[src/rtl/crash_monitor_pkg.sv]
// rtl/crash_monitor_pkg.sv - shared widths, game state encoding and crash colour
package crash_monitor_pkg;

    localparam int POS_W = 10;
    localparam int PIX_W = 12;
    localparam int CNT_W = 4;
    localparam int HOLD_W = 8;

    localparam logic [1:0] GS_IDLE    = 2'b00;
    localparam logic [1:0] GS_PLAYING = 2'b01;
    localparam logic [1:0] GS_CRASH   = 2'b10;
    localparam logic [1:0] GS_OVER    = 2'b11;

    typedef enum logic [1:0] {
        ST_IDLE    = GS_IDLE,
        ST_PLAYING = GS_PLAYING,
        ST_CRASH   = GS_CRASH,
        ST_OVER    = GS_OVER
    } state_t;

    localparam logic [PIX_W-1:0] CRASH_COLOUR = 12'hF00;
    localparam logic [CNT_W-1:0] CNT_MAX      = '1;
    localparam logic [CNT_W-1:0] CNT_ONE      = 4'd1;

    // Saturating increment used by the per-frame overlap counter.
    function automatic logic [CNT_W-1:0] sat_inc(input logic [CNT_W-1:0] v, input logic en);
        return (en && (v != CNT_MAX)) ? (v + CNT_ONE) : v;
    endfunction

endpackage

[src/rtl/crash_monitor_if.sv]
// rtl/crash_monitor_if.sv - pixel stream, button and game status bundle
interface crash_monitor_if import crash_monitor_pkg::*; ();

    logic [POS_W-1:0] pix_row;
    logic [POS_W-1:0] pix_col;
    logic [PIX_W-1:0] moving_cars_out;
    logic [PIX_W-1:0] player_car_out;
    logic             start_btn;
    logic [1:0]       game_state;
    logic [1:0]       lives;
    logic             freeze;
    logic             crash_pulse;
    logic [PIX_W-1:0] pixel_out;

    modport master (
        output pix_row, pix_col, moving_cars_out, player_car_out, start_btn,
        input  game_state, lives, freeze, crash_pulse, pixel_out
    );

    modport slave (
        input  pix_row, pix_col, moving_cars_out, player_car_out, start_btn,
        output game_state, lives, freeze, crash_pulse, pixel_out
    );

endinterface

[src/rtl/overlap_counter.sv]
// rtl/overlap_counter.sv - per-frame saturating overlap count and end-of-frame tick
module overlap_counter
    import crash_monitor_pkg::*;
#(
    parameter int H_LAST = 639,
    parameter int V_LAST = 479
) (
    input  logic             clk,
    input  logic             reset,
    input  logic [POS_W-1:0] row,
    input  logic [POS_W-1:0] col,
    input  logic             overlap,
    output logic             frame_tick,
    output logic [CNT_W-1:0] eval_count
);

    logic [CNT_W-1:0] cnt_q;
    logic [CNT_W-1:0] cnt_d;

    // The frame's last pixel is included in the evaluated count, then the count restarts.
    always_comb begin
        frame_tick = (row == POS_W'(V_LAST)) && (col == POS_W'(H_LAST));
        eval_count = sat_inc(cnt_q, overlap);
        cnt_d      = frame_tick ? '0 : eval_count;
    end

    // Count register; reset drops any partial-frame count.
    always_ff @(posedge clk or posedge reset) begin
        if (reset) begin
            cnt_q <= '0;
        end else begin
            cnt_q <= cnt_d;
        end
    end

endmodule

[src/rtl/crash_monitor.sv]
// rtl/crash_monitor.sv - collision detection, lives/game FSM and pixel merge
module crash_monitor
    import crash_monitor_pkg::*;
#(
    parameter int H_LAST      = 639,
    parameter int V_LAST      = 479,
    parameter int LIVES_INIT  = 3,
    parameter int OVERLAP_MIN = 4,
    parameter int HOLD_FRAMES = 60
) (
    input  logic           clk,
    input  logic           reset,
    crash_monitor_if.slave bus
);

    logic [POS_W-1:0]  row_q, row_d, col_q, col_d;
    logic [PIX_W-1:0]  moving_q, moving_d, player_q, player_d;
    logic              start_q, start_d;
    state_t            state_q, state_d;
    logic [1:0]        lives_q, lives_d;
    logic [HOLD_W-1:0] hold_q, hold_d;
    logic              pulse_q, pulse_d;
    logic [PIX_W-1:0]  pixel_q, pixel_d;

    logic              both_nz;
    logic              frame_tick;
    logic [CNT_W-1:0]  eval_count;
    logic              start_rise;
    logic              crash;

    // Input capture stage; everything downstream works on these copies.
    always_comb begin
        row_d    = bus.pix_row;
        col_d    = bus.pix_col;
        moving_d = bus.moving_cars_out;
        player_d = bus.player_car_out;
        start_d  = bus.start_btn;
    end

    // Input pipeline and start edge registers.
    always_ff @(posedge clk or posedge reset) begin
        if (reset) begin
            row_q    <= '0;
            col_q    <= '0;
            moving_q <= '0;
            player_q <= '0;
            start_q  <= 1'b0;
        end else begin
            row_q    <= row_d;
            col_q    <= col_d;
            moving_q <= moving_d;
            player_q <= player_d;
            start_q  <= start_d;
        end
    end

    assign both_nz    = (moving_q != '0) && (player_q != '0);
    assign start_rise = bus.start_btn && !start_q;
    assign crash      = frame_tick && (state_q == ST_PLAYING) &&
                        (eval_count >= CNT_W'(OVERLAP_MIN));

    overlap_counter #(
        .H_LAST (H_LAST),
        .V_LAST (V_LAST)
    ) u_overlap_counter (
        .clk        (clk),
        .reset      (reset),
        .row        (row_q),
        .col        (col_q),
        .overlap    (both_nz),
        .frame_tick (frame_tick),
        .eval_count (eval_count)
    );

    // Game FSM: start/restart, crash with life loss, timed hold before resuming.
    always_comb begin
        state_d = state_q;
        lives_d = lives_q;
        hold_d  = hold_q;
        pulse_d = 1'b0;
        case (state_q)
            ST_IDLE, ST_OVER: begin
                if (start_rise) begin
                    state_d = ST_PLAYING;
                    lives_d = 2'(LIVES_INIT);
                    hold_d  = '0;
                end
            end
            ST_PLAYING: begin
                if (crash) begin
                    state_d = ST_CRASH;
                    lives_d = (lives_q != 2'd0) ? (lives_q - 2'd1) : 2'd0;
                    hold_d  = '0;
                    pulse_d = 1'b1;
                end
            end
            ST_CRASH: begin
                if (frame_tick) begin
                    if (hold_q == HOLD_W'(HOLD_FRAMES - 1)) begin
                        state_d = (lives_q != 2'd0) ? ST_PLAYING : ST_OVER;
                        hold_d  = '0;
                    end else begin
                        hold_d = hold_q + HOLD_W'(1);
                    end
                end
            end
            default: state_d = ST_IDLE;
        endcase
    end

    // Pixel merge: red flash where cars overlap during the crash hold.
    always_comb begin
        if (both_nz && (state_q == ST_CRASH)) begin
            pixel_d = CRASH_COLOUR;
        end else if (player_q != '0) begin
            pixel_d = player_q;
        end else begin
            pixel_d = moving_q;
        end
    end

    // Game state, lives, hold counter, crash strobe and merged pixel registers.
    always_ff @(posedge clk or posedge reset) begin
        if (reset) begin
            state_q <= ST_IDLE;
            lives_q <= 2'd0;
            hold_q  <= '0;
            pulse_q <= 1'b0;
            pixel_q <= '0;
        end else begin
            state_q <= state_d;
            lives_q <= lives_d;
            hold_q  <= hold_d;
            pulse_q <= pulse_d;
            pixel_q <= pixel_d;
        end
    end

    assign bus.game_state  = state_q;
    assign bus.lives       = lives_q;
    assign bus.freeze      = (state_q != ST_PLAYING);
    assign bus.crash_pulse = pulse_q;
    assign bus.pixel_out   = pixel_q;

endmodule

[src/flat_wrapper.sv]
// flat-port wrapper written by rule: the top's interface ports become plain ports
module crash_monitor_flat import crash_monitor_pkg::*;
#(
    parameter int H_LAST      = 639,
    parameter int V_LAST      = 479,
    parameter int LIVES_INIT  = 3,
    parameter int OVERLAP_MIN = 4,
    parameter int HOLD_FRAMES = 60
)
  (clk, reset, bus_pix_row, bus_pix_col, bus_moving_cars_out, bus_player_car_out, bus_start_btn, bus_game_state, bus_lives, bus_freeze, bus_crash_pulse, bus_pixel_out);
  crash_monitor_if bus_i ();
  input  logic clk;
  input  logic reset;
  input wire logic [$bits(bus_i.pix_row)-1:0] bus_pix_row;
  input wire logic [$bits(bus_i.pix_col)-1:0] bus_pix_col;
  input wire logic [$bits(bus_i.moving_cars_out)-1:0] bus_moving_cars_out;
  input wire logic [$bits(bus_i.player_car_out)-1:0] bus_player_car_out;
  input wire logic [$bits(bus_i.start_btn)-1:0] bus_start_btn;
  output wire logic [$bits(bus_i.game_state)-1:0] bus_game_state;
  output wire logic [$bits(bus_i.lives)-1:0] bus_lives;
  output wire logic [$bits(bus_i.freeze)-1:0] bus_freeze;
  output wire logic [$bits(bus_i.crash_pulse)-1:0] bus_crash_pulse;
  output wire logic [$bits(bus_i.pixel_out)-1:0] bus_pixel_out;
  assign bus_i.pix_row = bus_pix_row;
  assign bus_i.pix_col = bus_pix_col;
  assign bus_i.moving_cars_out = bus_moving_cars_out;
  assign bus_i.player_car_out = bus_player_car_out;
  assign bus_i.start_btn = bus_start_btn;
  assign bus_game_state = bus_i.game_state;
  assign bus_lives = bus_i.lives;
  assign bus_freeze = bus_i.freeze;
  assign bus_crash_pulse = bus_i.crash_pulse;
  assign bus_pixel_out = bus_i.pixel_out;
  crash_monitor #(.H_LAST(H_LAST), .V_LAST(V_LAST), .LIVES_INIT(LIVES_INIT), .OVERLAP_MIN(OVERLAP_MIN), .HOLD_FRAMES(HOLD_FRAMES)) u_core (.clk(clk), .reset(reset), .bus(bus_i));
endmodule
[config.mk]
export PLATFORM = sky130hd
export DESIGN_NAME = crash_monitor_flat
export DESIGN_NICKNAME = d
export VERILOG_FILES = /design/src/rtl/crash_monitor_pkg.sv /design/src/rtl/crash_monitor_if.sv /design/src/rtl/overlap_counter.sv /design/src/rtl/crash_monitor.sv /design/src/flat_wrapper.sv
export SDC_FILE = /design/constraint.sdc
export NUM_CORES = 1
export LEC_CHECK = 0
export ABC_AREA = 1
export BUFFER_PORTS_ARGS = -buffer_cell sky130_fd_sc_hd__buf_2
export CAP_MARGIN = 25
export CORE_MARGIN = 3
export CORE_UTILIZATION = 55
export CTS_BUF_LIST = sky130_fd_sc_hd__clkbuf_8
export DETAILED_ROUTE_END_ITERATION = 10
export HOLD_SLACK_MARGIN = 0.05
export PLACE_DENSITY = 0.81
export SLEW_MARGIN = 20
export SYNTH_ARGS = -nofsm -noshare
export SYNTH_HDL_FRONTEND = slang
export SYNTH_SLANG_ARGS = --single-unit
[constraint.sdc]
create_clock -name clk -period 3.1 [get_ports clk]
set_input_delay 0.465 -clock clk [delete_from_list [all_inputs] [get_ports clk]]
set_output_delay 0.465 -clock clk [all_outputs]
set_load 0.02 [all_outputs]
* Word-level counts from Yosys, hierarchy flattened
Index checks and enable logic that the tools add are counted.
Storage, ports and cells: output and inout port bits 18, input bits 47, logic and storage cells 65, register bits 74
Cells by class: reductions and logical operators 17, equal/unequal tests 12, mux-type cells 21, $add $sub $neg 3, order comparisons 1
Operators with widths (number):
- 8-bit two-way mux | 4
- 12-bit two-way mux | 2
- 8-bit one-hot mux with 3 select lines | 1
- 12-bit nonzero test | 2
- 2-bit two-way mux | 8
- 10-bit equality test (second input constant) | 1
- 10-bit by 9-bit equality test with 1-bit output (second input constant) | 1
- 2-bit by 1-bit inequality test with 1-bit output (second input constant) | 5
- 8-bit by 1-bit adder with 8-bit output (second input constant) | 1
- 8-bit by 6-bit equality test with 1-bit output (second input constant) | 1
- 4-bit two-way mux | 2
- 1-bit logical AND | 7
- 2-bit one-hot mux with 3 select lines | 1
- 3-bit AND reduction | 2
- 4-bit by 1-bit adder with 4-bit output (second input constant) | 1
- 2-bit equality test (second input constant) | 2
- 4-bit by 3-bit greater-or-equal comparator with 1-bit output (second input constant) | 1
- 4-bit inequality test (second input constant) | 1
- 2-bit one-hot mux with 2 select lines | 1
- 4-bit AND reduction | 1
- 2-bit nonzero test | 2
- 2-bit by 1-bit equality test with 1-bit output (second input constant) | 1
- 2-bit zero test | 1
- 1-bit two-way mux | 2
- other kinds (3) | 3

* Depth between registers and ports, before layout
Gate-level depths: netlist (run 1).
depth after elaboration 8, gate-level depth with buffers 13, mapped depth without buffers 13

* Cells and area by module
From an unflattened synthesis (run 1), not the netlist that was laid out.
Unflattened totals: cell total of the unflattened synthesis 309, area, all modules 2982.9 sq um
By module, submodules not included:
- crash_monitor | area an instance 2630.0 sq um, cells an instance 251, times used 1, sequential area each 1751.7 sq um
- overlap_counter | area an instance 352.8 sq um, cells an instance 58, times used 1, sequential area each 100.1 sq um

* Least setup slack after synthesis (run 1)
OpenSTA, ideal clock, no wires.
path type reg2reg, from register u_core.state_q[0] (netlist: u_core.bus.game_state[0]), to register u_core.hold_q[0], buffers on the path 0, setup slack 1.451 ns, arrival time 1.583 ns, setup time 0.066 ns, clock period less this slack 1.649 ns, required time 3.034 ns, stages on the path, launching flop included 9, cells stage by stage dfrtp_1 inv_1 ha_1 inv_1 a21oi_1 clkinv_1 nand3_2 nand2_1 nand2_1
Between the ends: word-level cells in the longest chain between the ends 5
Ends and longest elaborated chain:
- from (decl) | line crash_monitor.sv:19 | state_t state_q, state_d;
- from (signal assigned) | line crash_monitor.sv:131 | state_q <= state_d;
- 2-bit by 1-bit equality test with 1-bit output | line crash_monitor.sv:59, crash_monitor.sv:81
- 1-bit logical AND (2 in series) | line crash_monitor.sv:59 | assign crash = frame_tick && (state_q == ST_PLAYING) &&
- 2-bit by 1-bit inequality test with 1-bit output (no source line)
- 3-bit AND reduction (no source line)
- to (signal assigned) | line crash_monitor.sv:133 | hold_q <= hold_d;
- to (decl) | line crash_monitor.sv:21 | logic [HOLD_W-1:0] hold_q, hold_d;
Several ways; a longest one is shown, not always the timed one. A chain may end at the register's enable or synchronous reset.

* Worst setup path in the final report (run 1)
from register u_core.state_q[1] (netlist: u_core.bus.game_state[1]), to output port bus_freeze
Between the ends: word-level cells in the longest chain between the ends 1
Ends and longest elaborated chain:
- 2-bit by 1-bit inequality test with 1-bit output | line crash_monitor.sv:141 | assign bus.freeze = (state_q != ST_PLAYING);
- to (decl) | line flat_wrapper.sv:21 | output wire logic [$bits(bus_i.freeze)-1:0] bus_freeze;
No other way between the ends.

==> results of run 1 <==
-- kinds of logic after synthesis --
group           after synthesis
compound gates               17
xor+xnor                      5
fa+ha+maj                     5
buf+inv                      41
flops                        74
simple gates                137
-- per-stage QoR --
step | util (%) | hold WS [ns] | cell area (µm²)
4_1_cts | 71.54 | 0.2046 | 3513
2_1_floorplan | - | 0.4395 | 2895
3_3_place_gp | 67.08 | 0.4445 | 3294
5_1_grt | 71.54 | 0.1927 | 3513
3_5_place_dp | 67.08 | 0.4595 | 3294
6_report | 71.54 | 0.2182 | 3513
-- routing by layer --
layer	share of wire, %	up-vias	global-route usage [%]
li1	-	1034	-
met1	39	935	19.36
met2	52	54	32.09
met3	6.1	11	7.569
met4	2.6	0	9.441
met5	0	-	0
-- worst max-delay path: stages, from the launching register on --
cell,delay [ns]
sky130_fd_sc_hd__dfrtp_1,0.40
sky130_fd_sc_hd__inv_1,0.08
sky130_fd_sc_hd__ha_1,0.23
sky130_fd_sc_hd__inv_1,0.17
sky130_fd_sc_hd__buf_2,0.20
-- cell type report --
| type | count | area (µm²) |
|---|---|---|
| multi-input cells | 164 | 880.8 |
| clock inverters | 6 | 81.33 |
| repair buffers | 66 | 335.3 |
| inverters | 38 | 142.6 |
| well taps | 67 | 83.83 |
| clock buffers | 10 | 137.6 |
| fillers | 345 | 1398 |
| flip-flops and latches | 74 | 1852 |
-- report_power, final --
part / switching (W) / internal [W] / total, W
logic: 0.000434 / 0.000240 / 0.000673
clock network: 0.000329 / 0.000469 / 0.000798
registers: 0.0000828 / 0.00108 / 0.00116
total: 0.000845 / 0.00179 / 0.00264
-- state kept, by name (all words and copies together) (netlist names), 2 cells and up --
signal,cells
u_core.hold_q,8
u_core.bus.game_state,2
u_core.row_q,10
u_core.player_q,12
u_core.moving_q,12
u_core.bus.pixel_out,12
u_core.col_q,10
u_core.bus.lives,2
u_core.u_overlap_counter.cnt_q,4
-- path summary, 6_finish.rpt --
check / end / slack, ns / cells past startpoint
max: bus_freeze / 1.21 / 4
min: u_core.player_q[8] / 0.22 / 1
max reg2reg: u_core.hold_q[4] / 1.32 / 11
min reg2reg: u_core.bus.pixel_out[9] / 0.48 / 1
max in group asynchronous: u_core.hold_q[6] / 2.13 / 3
min in group asynchronous: u_core.moving_q[9] / 0.24 / 2
-- Yosys cell counts --
master / number / area, µm²
sky130_fd_sc_hd__a211oi_1: 1 / 7.510
sky130_fd_sc_hd__a21oi_1: 8 / 40.04
sky130_fd_sc_hd__and2_1: 1 / 6.260
sky130_fd_sc_hd__and3_1: 1 / 6.260
sky130_fd_sc_hd__buf_2: 1 / 5.000
sky130_fd_sc_hd__buf_6: 1 / 11.26
sky130_fd_sc_hd__clkbuf_1: 1 / 3.750
sky130_fd_sc_hd__clkinv_1: 2 / 7.510
sky130_fd_sc_hd__dfrtp_1: 74 / 1852
sky130_fd_sc_hd__ha_1: 5 / 62.56
sky130_fd_sc_hd__inv_1: 33 / 123.9
sky130_fd_sc_hd__inv_2: 3 / 11.26
sky130_fd_sc_hd__nand2_1: 57 / 214.0
sky130_fd_sc_hd__nand2_2: 6 / 37.54
sky130_fd_sc_hd__nand2_4: 2 / 22.52
sky130_fd_sc_hd__nand3_1: 10 / 50.05
sky130_fd_sc_hd__nand3_2: 1 / 10.01
sky130_fd_sc_hd__nand3_4: 1 / 17.52
sky130_fd_sc_hd__nand3b_1: 4 / 30.03
sky130_fd_sc_hd__nand4_1: 17 / 106.4
sky130_fd_sc_hd__nor2_1: 31 / 116.4
sky130_fd_sc_hd__nor2_2: 1 / 6.260
sky130_fd_sc_hd__nor3_1: 1 / 5.000
sky130_fd_sc_hd__nor3_4: 1 / 16.27
sky130_fd_sc_hd__nor3b_1: 1 / 7.510
sky130_fd_sc_hd__nor4_1: 1 / 6.260
sky130_fd_sc_hd__o21ai_0: 5 / 25.02
sky130_fd_sc_hd__o21ai_1: 2 / 10.01
sky130_fd_sc_hd__o41ai_4: 1 / 27.53
sky130_fd_sc_hd__or2_1: 1 / 6.260
sky130_fd_sc_hd__xnor2_1: 3 / 26.28
sky130_fd_sc_hd__xor2_1: 2 / 17.52
==> results.yml, run 1 <==
outcome:
  status: "finished clean"
setup_path:
  worst_setup_path_startpoint: "u_core.bus.game_state[1]"
  worst_setup_path_start_kind: "flop"
  timing_worst_setup_path_type: "flop to output port"
  worstReg2RegStart: "u_core.u_overlap_counter.cnt_q[0]"
  worstPathMaxFanout: 6
  cp_data_arrival_time_ns: 1.42
  critPathCaptureType: "output port"
  required_ns: 2.63
sta:
  timing.fmax_mhz: 530.4
  layout_worst_path_cycle_share_pct: 60.82
  setup_tns_final_ns: 0
  max-slew-margin-rel_pct: 50.85
  final.setup_skew_ns: 0.008353
  maxSlewViolCount: 0
  grt_setup_unrepaired: "false"
  worst_pin_slew_ns: 0.7362
  final.setup.worst_slack_ns: 1.215
  layout_min_cycle_time_ns: 1.885
  setup_viol: 0
  timing_hold_violations_final: 0
place:
  placement.io_buffers: 64
  place.gp.congestion: 0.8145
  post-dp-hpwl_um: 3844
  post-place-ws_ns: 1.329
  dp.cells: 409
yosys:
  synth-seq-area-share_pct: 63.96
  ys_warn_count: 0
  synth.lib_cells_used.distinct: 32
  synthAdderAreaFrac_pct: 2.161
  synth_seq_cells: 74
  post_synthesis_cells: 279
  postSynthNetCount: 331
  syn-mean-instance-area_um2: 10.38
  synth-compound-area-share_pct: 3.803
  synth_xor_area_share_pct: 1.513
  muxShareOfSynthArea_pct: 0
  mappedNetlistArea_mm2: 0.002895
  post_synth_and_or_nand_nor_area_fraction_pct: 22.95
  synth_top_family_by_area: "simple AND/OR/NAND/NOR gates"
clock_tree:
  clock-sinks: 74
  cts_buffer_depth: 2
  htree_num_levels: 3
  cts_buffers: 9
  cts_hold_buffers: 0
  cts_resized: 0
  ctsRootBufferMaster: "sky130_fd_sc_hd__clkbuf_8"
  cts_setup_buffers: 0
  path_clk_slew_ns: 0.07
  cts_tree: "yes"
  worst_skew_pair.late_latency_ns: 0.34
routing:
  drc_markers: 0
  wl_per_cell_um: 12.08
  drt_pass1_iterations: 6
  routed_wl_um: 5134
  drt_iter0_drc: 127
  detailroute.via_count: 2034
  antenna_violating_nets_post_route: 0
  routed_via_density: 4.786
min_path:
  hold_path.startpoint: "bus_player_car_out[8]"
  timing.hold.worst.class: "primary input to flop"
die:
  core_area_mm2: 0.004911
  floorplan.die.width_um: 78.56
  floorplan.die_area_mm2: 0.006171
  die_y_um: 78.56
  placement_rows: 25
  io-pin-count: 65
  initial_utilization_pct: 58.96
flow_run:
  reported_max_cap_violation_count: 0
grt:
  grt_pass1_vias: 1989
  groute.usage.overall_pct: 18.59
  first_pass_grt_wire_length_um: 8487
  grt_antenna_before_repair: 0
  grt_start_max_net_pins: 38
  global_route.overflow_total: 0
final_layout:
  final_cell_mix: "74 x sky130_fd_sc_hd__dfrtp_1, 64 x sky130_fd_sc_hd__buf_2, 57 x sky130_fd_sc_hd__nand2_1, 33 x sky130_fd_sc_hd__inv_1, 31 x sky130_fd_sc_hd__nor2_1"
  design.final.nets: 405
  finalNonFillerCells: 425
  number_of_inserted_diodes: 0
  drive_gt1_share_pct: 27.37
  most_frequent_standard_cell_in_the_layout_excluding_fill_and_tap_cells: "sky130_fd_sc_hd__dfrtp_1"
  area_growth_syn_to_layout_pct: 21.35
power:
  total_leakage_power_nw: 1.824
  post-layout-total-power_w: 0.002635
  peakVddDrop_uv: 441.9
  cellPowerDensity_mw_per_mm2: 750.1
(Power assumes the default switching activity.)
==> run 2: changes to the inputs <==
Settings changed: ABC_AREA 1 to 0, PLACE_DENSITY 0.81 to 0.82.
Clock period 3.1 ns to 1.85 ns, I/O delays scaled along.
==> run 2 against run 1 <==
Compared with the run above:
- the flow now finishes with violations (setup timing)
- sequential cell count unchanged
- final cell count up 2.8%
- clock-buffer cell count down 1
- routed wire length up 110%
- first-iteration DRC count rose to 3.6 times the previous value
==> results.yml, run 2 <==
clock_tree:
  worst_skew_pair.late_latency_ns: 0.37
  htree_num_levels: 3
  cts_buffer_depth: 2
  clock-sinks: 74
  path_clk_slew_ns: 0.09
  cts_buffers: 9
  cts_tree: "yes"
  ctsRootBufferMaster: "sky130_fd_sc_hd__clkbuf_8"
setup_path:
  worstPathMaxFanout: 6
  crit_path_top_delay_cell: "sky130_fd_sc_hd__dfrtp_1"
  timing.critical_path.max_delay_family: "simple AND/OR/NAND/NOR gates"
  r2r_cells: 7
  cp_data_arrival_time_ns: 2.38
  timing.rr.end: "u_core.hold_q[2]"
  worst_setup_path_start_kind: "flop"
  worstReg2RegStart: "u_core.player_q[6]"
  critPathCaptureType: "flop"
  required_ns: 2.10
  worst-path-buf-inv: 1
  slowest_cell_delay_on_critical_path_ns: 0.42
  cp_cell_sequence: "nor4_2 > and3_4 > nor3_4 > o31ai_4 > buf_6 > nand3b_1 > o311ai_1"
  timing_worst_setup_path_type: "flop to flop"
  ff2ff_setup_slack_ns: -0.29
routing:
  wl_per_cell_um: 24.88
  routed_via_density: 6.311
  drc_markers: 0
  drt_iter0_drc: 458
  drt_pass1_iterations: 7
  antenna_violating_nets_post_route: 0
  detailroute.via_count: 2758
  routed_wl_um: 10870
yosys:
  synth-seq-area-share_pct: 67.89
  async_reset_ff_share_pct: 100.0
  mappedNetlistArea_mm2: 0.002728
  synth.lib_cells_used.distinct: 40
  postSynthNetCount: 265
  netlist.area_leader.share_pct: 67.89
  synth_top_area_cell: "sky130_fd_sc_hd__dfrtp_1"
  post_synthesis_cells: 213
  post_synth_most_frequent_cells: "74 x sky130_fd_sc_hd__dfrtp_1, 17 x sky130_fd_sc_hd__nor2_1, 14 x sky130_fd_sc_hd__a21oi_1, 14 x sky130_fd_sc_hd__inv_1, 8 x sky130_fd_sc_hd__nor4_1"
  yosys-top-cells-area: "sky130_fd_sc_hd__dfrtp_1 68%, sky130_fd_sc_hd__a21oi_1 2.6%, sky130_fd_sc_hd__nor2_1 2.3%"
  synth_flop_cell: "sky130_fd_sc_hd__dfrtp_1"
  syn-mean-instance-area_um2: 12.81
  ys_warn_count: 0
  yosysMostFrequentCell: "sky130_fd_sc_hd__dfrtp_1"
  synth_seq_cells: 74
  synth_enable_flop_cells: 0
power:
  peakVddDrop_uv: 1032
  cellPowerDensity_mw_per_mm2: 1200
  total_leakage_power_nw: 1.990
  post-layout-total-power_w: 0.005019
sta:
  final.setup_skew_ns: 0.01831
  maxSlewViolCount: 0
  worst_pin_slew_ns: 0.5307
  setup_viol: 17
  layout_worst_path_cycle_share_pct: 115.5
  grt_setup_unrepaired: "true"
  timing_hold_violations_final: 0
  final.setup.worst_slack_ns: -0.2859
  finalHoldWorstSlack_ns: 0.5133
  max-slew-margin-rel_pct: 64.50
  layout_min_cycle_time_ns: 2.136
  timing.fmax_mhz: 468.2
final_layout:
  design.final.nets: 419
  drive_gt1_share_pct: 38.17
  number_of_inserted_diodes: 0
  most_frequent_standard_cell_in_the_layout_excluding_fill_and_tap_cells: "sky130_fd_sc_hd__dfrtp_1"
  final_cell_mix: "74 x sky130_fd_sc_hd__dfrtp_1, 64 x sky130_fd_sc_hd__buf_2, 46 x sky130_fd_sc_hd__dlygate4sd3_1, 35 x sky130_fd_sc_hd__buf_4, 16 x sky130_fd_sc_hd__nor2_1"
  area_growth_syn_to_layout_pct: 53.30
outcome:
  failed_checks: "setup timing"
  status: "finished, violations left"
flow_run:
  reported_max_cap_violation_count: 0
min_path:
  timing.hold.worst_path_depth: 1
  hold_path.startpoint: "u_core.hold_q[0]"
  timing.hold.worst.class: "flop to flop"
  min_to: "u_core.hold_q[0]"
die:
  floorplan.die_area_mm2: 0.005840
  core_area_mm2: 0.004564
  io-pin-count: 65
  initial_utilization_pct: 59.76
  floorplan.die.width_um: 76.42
  placement_rows: 24
  die_y_um: 76.42
grt:
  global_route.overflow_total: 0
  groute.usage.overall_pct: 34.35
  grt_start_max_net_pins: 42
  grt_antenna_before_repair: 0
  first_pass_grt_wire_length_um: 14950
  grt_pass1_vias: 2790
place:
  placement.io_buffers: 64
  place.gp.congestion: 0.9130
  post-dp-hpwl_um: 4111
-- run 2: what timing repair did --
action,CTS,global route
setup endpoints to repair,24,18
hold buffers,46,0
buffers inserted,4,10
pin swaps,7,13
gates resized for setup,10,17
hold endpoints to repair,78,0
-- run 2: stage by stage --
stage | setup WS (ns) | utilization (%) | area [µm²] | cells | TNS, ns
after floorplan | -0.01790 | - | 2736 | 213 | -0.01790
after global placement | -0.1454 | 72.20 | 3296 | 362 | -1.119
after detailed placement | -0.2222 | 72.20 | 3296 | 362 | -2.466
after CTS | -0.1193 | 88.21 | 4026 | 428 | -0.4392
after global routing | -0.3403 | 91.61 | 4182 | 437 | -2.907
final | -0.2859 | 91.61 | 4182 | 437 | -2.861
-- run 2: report_power, final --
part | switching, W | leakage [nW] | internal [W]
Combinational | 0.00102 | 1.02 | 0.000803
Sequential | 0.000130 | 0.876 | 0.00180
Clock | 0.000657 | 0.0931 | 0.000620
Total | 0.00180 | 1.99 | 0.00322
-- run 2: cells by family after synthesis --
group	synth area share (%)
fa+ha+maj	2.294
simple gates	14.04
flops	67.89
xor+xnor	0.3212
compound gates	11.06
mux	1.651
buf+inv	2.752
-- run 2: area by class of cell --
| cell class | count | area (µm²) |
|---|---|---|
| Clock buffer | 9 | 123.9 |
| Clock inverter | 7 | 70.07 |
| Fill cell | 157 | 382.9 |
| Inverter | 14 | 56.30 |
| Multi-Input combinational cell | 121 | 932.1 |
| Sequential cell | 74 | 1852 |
| Tap cell | 65 | 81.33 |
| Timing Repair Buffer | 147 | 1066 |
-- run 2: routing by layer --
metal | track usage [%] | share of wire [%] | vias to the layer above
met3 | 11.11 | 11 | 89
met5 | 0 | 0 | -
met1 | 38.18 | 33 | 1316
li1 | - | - | 1069
met4 | 21.38 | 7.4 | 0
met2 | 57.03 | 48 | 284
-- run 2: worst max path at each step --
stage                       start                       end  slack, ns  cells past startpoint
2_1_floorplan  u_core.player_q[8]  u_core.bus.game_state[1]      -0.02                      7
3_3_place_gp   u_core.moving_q[0]       u_core.bus.lives[1]      -0.15                      6
3_5_place_dp   u_core.player_q[3]          u_core.hold_q[3]      -0.22                      7
4_1_cts        u_core.moving_q[4]          u_core.hold_q[2]      -0.12                      7
5_1_grt        u_core.player_q[6]          u_core.hold_q[2]      -0.34                      7
6_report       u_core.player_q[6]          u_core.hold_q[2]      -0.29                      7
==> run 3: changes to the inputs <==
Settings changed: GPL_TIMING_DRIVEN from default to 0, SYNTH_HIERARCHICAL from default to 1.
==> run 3 against run 2 <==
Compared with the run above:
- global-route usage fell by 4.5 points
- synthesized area barely moved
- largest power group unchanged
- the flow still finishes with violations (setup timing)
- clock power fell by 6%
- highest routed layer unchanged
- clock-buffer cell count rose by 2
- core utilization fell by 2.2 points
==> results.yml, run 3 <==
die:
  io-pin-count: 65
  floorplan.die.width_um: 76.39
  initial_utilization_pct: 59.70
  placement_rows: 24
  floorplan.die_area_mm2: 0.005835
  die_y_um: 76.39
  core_area_mm2: 0.004564
routing:
  routed_via_density: 5.922
  routed_wl_um: 9346
  drc_markers: 0
  wl_per_cell_um: 23.42
  detailroute.via_count: 2363
  drt_iter0_drc: 242
  antenna_violating_nets_post_route: 0
  drt_pass1_iterations: 5
grt:
  first_pass_grt_wire_length_um: 13020
  grt_pass1_vias: 2446
  grt_antenna_before_repair: 0
  grt_start_max_net_pins: 37
  groute.usage.overall_pct: 29.85
  global_route.overflow_total: 0
sta:
  maxSlewViolCount: 0
  setup_viol: 27
  final.setup.worst_slack_ns: -0.8199
  layout_min_cycle_time_ns: 2.670
  worst_pin_slew_ns: 0.7947
  timing_hold_violations_final: 0
  max-slew-margin-rel_pct: 46.91
  layout_worst_path_cycle_share_pct: 144.3
  timing.fmax_mhz: 374.6
  grt_setup_unrepaired: "true"
  final.setup_skew_ns: 0.008438
final_layout:
  most_frequent_standard_cell_in_the_layout_excluding_fill_and_tap_cells: "sky130_fd_sc_hd__dfrtp_1"
  number_of_inserted_diodes: 0
  finalNonFillerCells: 399
  area_growth_syn_to_layout_pct: 49.82
  final_cell_mix: "74 x sky130_fd_sc_hd__dfrtp_1, 64 x sky130_fd_sc_hd__buf_2, 46 x sky130_fd_sc_hd__dlygate4sd3_1, 12 x sky130_fd_sc_hd__buf_4"
  drive_gt1_share_pct: 38.62
  design.final.nets: 380
  final_core_utilization_pct: 89.45
yosys:
  syn-mean-instance-area_um2: 14.19
  post_synthesis_cells: 192
  postSynthNetCount: 243
  mappedNetlistArea_mm2: 0.002725
  ys_warn_count: 6
clock_tree:
  cts_tree: "yes"
  clock-sinks: 74
  path_clk_slew_ns: 0.08
  cts_buffers: 9
  htree_num_levels: 3
  cts_buffer_depth: 2
  worst_skew_pair.late_latency_ns: 0.35
  ctsRootBufferMaster: "sky130_fd_sc_hd__clkbuf_8"
power:
  power.share.sequential_pct: 40.6
  p_sw_share_pct: 35.36
  power.combinational.fraction_pct: 34.8
  cellPowerDensity_mw_per_mm2: 1193
  p_clk_share_pct: 24.6
  cell_internal_pwr_w: 0.003149
  total_leakage_power_nw: 1.946
  sw_power_w: 0.001722
  peakVddDrop_uv: 819.4
  post-layout-total-power_w: 0.004872
place:
  dp.cells: 322
  placement.io_buffers: 64
  post-place-ws_ns: -0.9438
  place.gp.congestion: 0.7764
  post-dp-hpwl_um: 3542
setup_path:
  crit_path_top_delay_cell: "sky130_fd_sc_hd__dfrtp_1"
  slowest_cell_delay_on_critical_path_ns: 0.41
  cp_data_arrival_time_ns: 2.90
  critPathCaptureType: "flop"
  required_ns: 2.08
  worstPathMaxFanout: 4
  timing_worst_setup_path_type: "flop to flop"
  worst_setup_path_start_kind: "flop"
  cp_cell_sequence: "nor4_2 > and3_1 > buf_6 > a31oi_4 > nand4_1 > mux2_4 > o21ai_4 > a221o_1 > buf_4 > nor3_2 > a21o_1"
min_path:
  timing.hold.worst.class: "primary input to asynchronous set/reset pin"
flow_run:
  reported_max_cap_violation_count: 0
outcome:
  failed_checks: "setup timing"
  status: "finished, violations left"
==> run 3: worst max-delay path, delay by kind of cell (launching register included) <==
kind	cells	cell delay (ns)
buffers and inverters	2	0.28
muxes	1	0.34
and+or+nand+nor	4	0.78
AOI/OAI and AO/OA	4	0.73
DFF	1	0.41
==> run 3: metrics by stage <==
stage          instance area, µm²  setup TNS, ns  hold WS, ns
2_1_floorplan                2799         -5.094      0.04358
3_3_place_gp                 3201         -8.288       0.1959
3_5_place_dp                 3221         -9.224       0.1942
4_1_cts                      3941         -5.839       0.3659
5_1_grt                      4083         -12.20       0.4125
6_report                     4083         -10.95       0.4197
==> run 3: final cells by class <==
class	instances	area, µm²
fill	178	481.7
buffer	3	30.03
clock inverter	5	30.03
inverter	10	41.29
tap	65	81.33
multi-input combinational	104	939.7
timing repair buffer	127	957.2
sequential	74	1852
clock buffer	11	151.4
==> run 3: power by group through the flow <==
stage	clock network (W)	registers [W]	logic (W)
2_1_floorplan	0	0.00206	0.000819
3_3_place_gp	0	0.00196	0.00119
3_5_place_dp	0	0.00197	0.00122
4_1_cts	0.00115	0.00194	0.00141
5_1_grt	0.00127	0.00199	0.00179
6_report	0.00120	0.00198	0.00170
==> run 3: final timing paths <==
check,from,end,slack (ns),depth (start not counted)
max,u_core/player_q[7],u_core/hold_q[2],-0.82,11
min,reset,u_core/u_overlap_counter/cnt_q[0],0.42,3
max reg2reg,u_core/player_q[7],u_core/hold_q[2],-0.82,11
min reg2reg,u_core/player_q[5],u_core/bus.pixel_out[5],0.57,2
max in group asynchronous,reset,u_core/bus.pixel_out[8],0.56,4
min in group clk,bus_pix_row[0],u_core/row_q[0],0.56,2
==> run 3: what timing repair did <==
| item | CTS | global route |
|---|---|---|
| pin swaps | 5 | 8 |
| setup endpoints to repair | 15 | 28 |
| gates resized for setup | 7 | 12 |
| hold endpoints to repair | 49 | 0 |
| buffers inserted | 6 | 11 |
| hold buffers | 46 | 0 |
==> run 3: metal layers <==
layer	wire, µm	up-vias	share of wire (%)	GRT usage [%]
met4	442	0	4.7	16.12
met1	3318	1183	36	33.95
met2	4808	179	51	50.00
met5	0	-	0	0
met3	777	40	8.3	9.574
li1	-	961	-	-
